--- src/rtl/regfile_wb_arbiter_if.sv ---
// One writeback requester channel: a register write offered under a valid/ready handshake.
// The requester drives the master side and the arbiter consumes the slave side.
interface regfile_wb_arbiter_if #(
    parameter int AW = 5,
    parameter int DW = 32
);
    logic          valid;
    logic [AW-1:0] regAddr;
    logic [DW-1:0] data;
    logic          ready;

    modport master (output valid, regAddr, data, input ready);
    modport slave  (input valid, regAddr, data, output ready);
endinterface

--- src/rtl/regfile_wb_arbiter.sv ---
// Register file write-port controller: clears every register after reset, then round-robins the
// single write port between the ALU (req0) and load (req1) writeback requesters.
module regfile_wb_arbiter #(
    parameter int             NREGS       = 32,
    parameter int             AW          = 5,
    parameter int             DW          = 32,
    parameter bit             INIT_CLEAR  = 1'b1,
    parameter logic [DW-1:0]  INIT_VALUE  = '0,
    parameter bit             R0_WRITABLE = 1'b0
) (
    input  logic                       clk,
    input  logic                       reset,
    regfile_wb_arbiter_if.slave        req0,
    regfile_wb_arbiter_if.slave        req1,
    output logic                       RegWrite,
    output logic [AW-1:0]              WriteRegister,
    output logic [DW-1:0]              WriteData,
    output logic                       init_done
);
    typedef enum logic {INIT, RUN} state_t;

    typedef struct packed {
        logic [AW-1:0] addr;
        logic [DW-1:0] data;
    } wbReq_t;

    state_t        state;
    logic [AW-1:0] cnt;
    logic          rrPtr;
    logic          running;
    logic          grant0, grant1;
    logic          acc0, acc1;
    wbReq_t        sel;

    // Readies are gated by reset too, so nothing is offered while reset is held.
    assign running = (state == RUN) && !reset;

    always_comb begin
        grant0 = req0.valid && (!req1.valid || !rrPtr);
        grant1 = req1.valid && (!req0.valid ||  rrPtr);
    end

    assign req0.ready = running && grant0;
    assign req1.ready = running && grant1;
    assign acc0       = req0.valid && req0.ready;
    assign acc1       = req1.valid && req1.ready;
    assign init_done  = running;

    assign sel = acc1 ? wbReq_t'{addr: req1.regAddr, data: req1.data}
                      : wbReq_t'{addr: req0.regAddr, data: req0.data};

    always_ff @(posedge clk or posedge reset) begin
        if (reset) begin
            state         <= INIT_CLEAR ? INIT : RUN;
            cnt           <= '0;
            rrPtr         <= 1'b0;
            RegWrite      <= 1'b0;
            WriteRegister <= '0;
            WriteData     <= '0;
        end else begin
            case (state)
                INIT: begin
                    // Register 0 is cleared here even when it is not writable at run time.
                    RegWrite      <= 1'b1;
                    WriteRegister <= cnt;
                    WriteData     <= INIT_VALUE;
                    cnt           <= cnt + 1'b1;
                    if (cnt == AW'(NREGS - 1))
                        state <= RUN;
                end
                RUN: begin
                    if (acc0 || acc1) begin
                        RegWrite      <= R0_WRITABLE || (sel.addr != '0);
                        WriteRegister <= sel.addr;
                        WriteData     <= sel.data;
                        // Point at the other requester after every accept, contended or not.
                        rrPtr         <= acc0;
                    end else begin
                        RegWrite <= 1'b0;
                    end
                end
                default: state <= RUN;
            endcase
        end
    end
endmodule

--- src/flat_wrapper.sv ---
// flat-port wrapper written by rule: the top's interface ports become plain ports
module regfile_wb_arbiter_flat 
#(
    parameter int             NREGS       = 32,
    parameter int             AW          = 5,
    parameter int             DW          = 32,
    parameter bit             INIT_CLEAR  = 1'b1,
    parameter logic [DW-1:0]  INIT_VALUE  = '0,
    parameter bit             R0_WRITABLE = 1'b0
)
  (clk, reset, RegWrite, WriteRegister, WriteData, init_done, req0_valid, req0_regAddr, req0_data, req0_ready, req1_valid, req1_regAddr, req1_data, req1_ready);
  regfile_wb_arbiter_if #(.AW(AW), .DW(DW)) req0_i ();
  regfile_wb_arbiter_if #(.AW(AW), .DW(DW)) req1_i ();
  input  logic clk;
  input  logic reset;
  output logic RegWrite;
  output logic [AW-1:0] WriteRegister;
  output logic [DW-1:0] WriteData;
  output logic init_done;
  input wire logic [$bits(req0_i.valid)-1:0] req0_valid;
  input wire logic [$bits(req0_i.regAddr)-1:0] req0_regAddr;
  input wire logic [$bits(req0_i.data)-1:0] req0_data;
  output wire logic [$bits(req0_i.ready)-1:0] req0_ready;
  input wire logic [$bits(req1_i.valid)-1:0] req1_valid;
  input wire logic [$bits(req1_i.regAddr)-1:0] req1_regAddr;
  input wire logic [$bits(req1_i.data)-1:0] req1_data;
  output wire logic [$bits(req1_i.ready)-1:0] req1_ready;
  assign req0_i.valid = req0_valid;
  assign req0_i.regAddr = req0_regAddr;
  assign req0_i.data = req0_data;
  assign req0_ready = req0_i.ready;
  assign req1_i.valid = req1_valid;
  assign req1_i.regAddr = req1_regAddr;
  assign req1_i.data = req1_data;
  assign req1_ready = req1_i.ready;
  regfile_wb_arbiter #(.NREGS(NREGS), .AW(AW), .DW(DW), .INIT_CLEAR(INIT_CLEAR), .INIT_VALUE(INIT_VALUE), .R0_WRITABLE(R0_WRITABLE)) u_core (.clk(clk), .reset(reset), .req0(req0_i), .req1(req1_i), .RegWrite(RegWrite), .WriteRegister(WriteRegister), .WriteData(WriteData), .init_done(init_done));
endmodule
--- config.mk ---
export PLATFORM = sky130hd
export DESIGN_NAME = regfile_wb_arbiter_flat
export DESIGN_NICKNAME = d
export VERILOG_FILES = /design/src/rtl/regfile_wb_arbiter_if.sv /design/src/rtl/regfile_wb_arbiter.sv /design/src/flat_wrapper.sv
export SDC_FILE = /design/constraint.sdc
export NUM_CORES = 1
export LEC_CHECK = 0
export BUFFER_PORTS_ARGS = -buffer_cell sky130_fd_sc_hd__buf_2
export CELL_PAD_IN_SITES_DETAIL_PLACEMENT = 0
export CELL_PAD_IN_SITES_GLOBAL_PLACEMENT = 1
export CORE_UTILIZATION = 37
export CTS_CLUSTER_SIZE = 20
export DETAILED_ROUTE_END_ITERATION = 10
export MAX_ROUTING_LAYER = met4
export PLACE_DENSITY_LB_ADDON = 0.1
export SYNTH_ARGS = -nofsm -noshare
export SYNTH_HDL_FRONTEND = slang
export SYNTH_SLANG_ARGS = --single-unit
--- constraint.sdc ---
create_clock -name clk -period 3.05 [get_ports clk]
set_input_delay 0.1525 -clock clk [delete_from_list [all_inputs] [get_ports clk]]
set_output_delay 0.1525 -clock clk [all_outputs]
set_load 0.005 [all_outputs]
==> impl_metrics.yaml <==
cells_and_area:
  layout-drive-gt1-share_pct: 44.3
  antennaDiodeCount: 0
  syn_to_final_growth_pct: 26.5
  final_common_cell: "buf_2"
  final_cell_mix: "buf_2 (118), dfrtp_1 (45), inv_1 (38), nand3_1 (38), o211ai_1 (32)"
  fin_nets: 437
  final_area_mm2: 0.00327
sta:
  setup_violations: 0
  fin_crit_sh_pct: 76.3
  tightest_slew_ns: 0.985
  rsz0062_at_grt: "no"
  hold_violations: 0
  fin_crit_ns: 2.33
  final_max_slew_viol_count: 0
  fin_ws_ns: 0.724
  fin_setup_tns_ns: 0
  skew_ns: 0.00548
  slew_headroom_pct: 34.3
  fmax_mhz: 430
cts:
  root_buffer: "clkbuf_8"
  ctsResizeCount: 0
  insertion_delay_ns: 0.30
  cts.sinks: 45
  cts-hold-fix-buffers: 0
  numCtsBuffers: 5
  clock_path_buffers: 2
  cts_max_level: 2
  cts_tree: "yes"
  cts_setup_buffers: 0
  clk_pin_slew_worst_paths_ns: 0.09
job:
  max-cap-violations: 0
grt:
  first_global_vias: 2277
  grt_max_degree: 46
  antenna_found_initial: 0
  grt_pass1_wl_mm: 11.3
  grt_usage_pct: 20.5
  overflow: 0
route:
  final_antenna_net_count: 0
  vias_per_cell: 5.54
  firstDrtPassIters: 4
  drc: 0
  wirelength_mm: 7.20
  drt-initial-drc-count: 130
  route.vias.total: 2419
  wl_per_cell_um: 16.5
floorplanning:
  core_mm2: 0.00676
  die_w_um: 85.6
  io_pins: 119
  initial_core_util_pct: 38.3
  die_area_mm2: 0.00733
  die_height_um: 85.6
  num_rows: 30
synth:
  yosys.area.top_type: "dfrtp_1"
  synthCells: 256
  ys_ff_latch: 45
  synth.cell_area_mm2: 0.00259
  yosys_warnings: 0
  syn_nets: 336
  ys_types: 35
  syn_avg_cell_area_um2: 10.1
  synthArstFlopShare_pct: 100
  yosys-top-cells-area: "dfrtp_1 (44%), o311ai_2 (12%), o211ai_1 (9.3%)"
  synth_edf_count: 0
  ys.flop_type: "dfrtp_1"
  yosysSeqAreaShare_pct: 43.5
  synth_top_area_share_pct: 43.5
power:
  power.density_mw_per_mm2: 452
  ir_drop_v: 0.000182
  p_leak_nw: 1.57
placement:
  place_area_mm2: 0.00318
  dpl_worst_slack_ns: 1.04
  portBuffers: 118
  hpwl_mm: 4.73
  gp_congestion: 0.756
outcome:
  status: "completed"
setup_path:
  worst_ep_required_time_ns: 2.90
  cp.arrival_ns: 2.17
  crit_type: "register to output port"
  cp-end-kind: "output port"
  crit_path_max_fanout: 38
  start_kind: "register"
worst_hold_path:
  hp-class: "primary input to register"
[worst paths after layout]
kind / startpoint / end / slack [ns] / depth (start not counted)
max: u_core.state / req1_ready / 0.72 / 3
min reg2reg: u_core.cnt[3] / u_core.cnt[3] / 0.49 / 1
min: req1_data[9] / u_core.WriteData[9] / 0.08 / 3
max in group asynchronous: reset / u_core.WriteData[26] / 2.00 / 2
min in group asynchronous: reset / u_core.WriteData[0] / 0.45 / 2
max reg2reg: u_core.state / u_core.WriteData[18] / 1.04 / 3
[power by group]
part	internal, mW	switching (mW)	leakage, nW
registers	0.674	0.0432	0.545
logic	0.184	0.190	0.977
clock network	0.179	0.209	0.0433
[state kept, by name (all words and copies together) (netlist names)]
| signal | count |
|---|---|
| u_core.state | 1 |
| u_core.WriteData | 32 |
| u_core.RegWrite | 1 |
| u_core.rrPtr | 1 |
| u_core.cnt | 5 |
| u_core.WriteRegister | 5 |
[Yosys cell counts, types with 2 or more instances]
library cell / n
a31oi_1: 5
ha_1: 2
buf_1: 2
dfrtp_1: 45
o211ai_1: 32
buf_2: 7
o311ai_1: 5
nand3_1: 38
nand2_1: 2
nor2b_1: 5
o311ai_2: 19
buf_4: 2
clkbuf_1: 15
o311ai_0: 13
xnor2_1: 3
buf_6: 3
mux2_2: 2
inv_1: 39
[logic make-up after synthesis]
logic type                 synth area share [%]
and+or+nand+nor                            12.0
AOI/OAI and AO/OA                          29.8
adders and majority gates                 0.967
muxes                                      1.26
xor gates and xnor gates                   1.02
buffers and inverters                      11.4
DFF                                        43.5
[metrics by stage]
stage / power, mW / std cells / hold slack (ns) / util (%)
after global placement: 1.11 / 430 / 0.394 / 47.1
after CTS: 1.50 / 437 / 0.0714 / 48.5
after global routing: 1.57 / 437 / 0.0855 / 48.5
after floorplan: 0.936 / 256 / 0.299 / -
final: 1.48 / 437 / 0.0837 / 48.5
after detailed placement: 1.11 / 430 / 0.396 / 47.1
[worst max-delay path: stages (launching register included)]
cell	delay (ns)
dfrtp_1	0.65
and3b_1	0.43
and2_4	0.56
buf_2	0.21
[layout make-up]
type	instances	area (µm²)
tap	80	100
clock buffer	6	82.6
multi-input combinational	143	1180
timing repair buffer	123	628
fill	684	3480
inverter	39	146
sequential	45	1130
clock inverter	1	7.51
[routing by layer]
| metal | up-vias | track usage (%) | part of all wire, % |
|---|---|---|---|
| met5 | - | - | 0 |
| met4 | 0 | 6.67 | 1.3 |
| met1 | 1173 | 27.8 | 48 |
| met3 | 8 | 3.75 | 5.4 |
| met2 | 77 | 31.2 | 46 |
| li1 | 1161 | - | - |
Note: power is estimated with default switching activity, not from simulation.
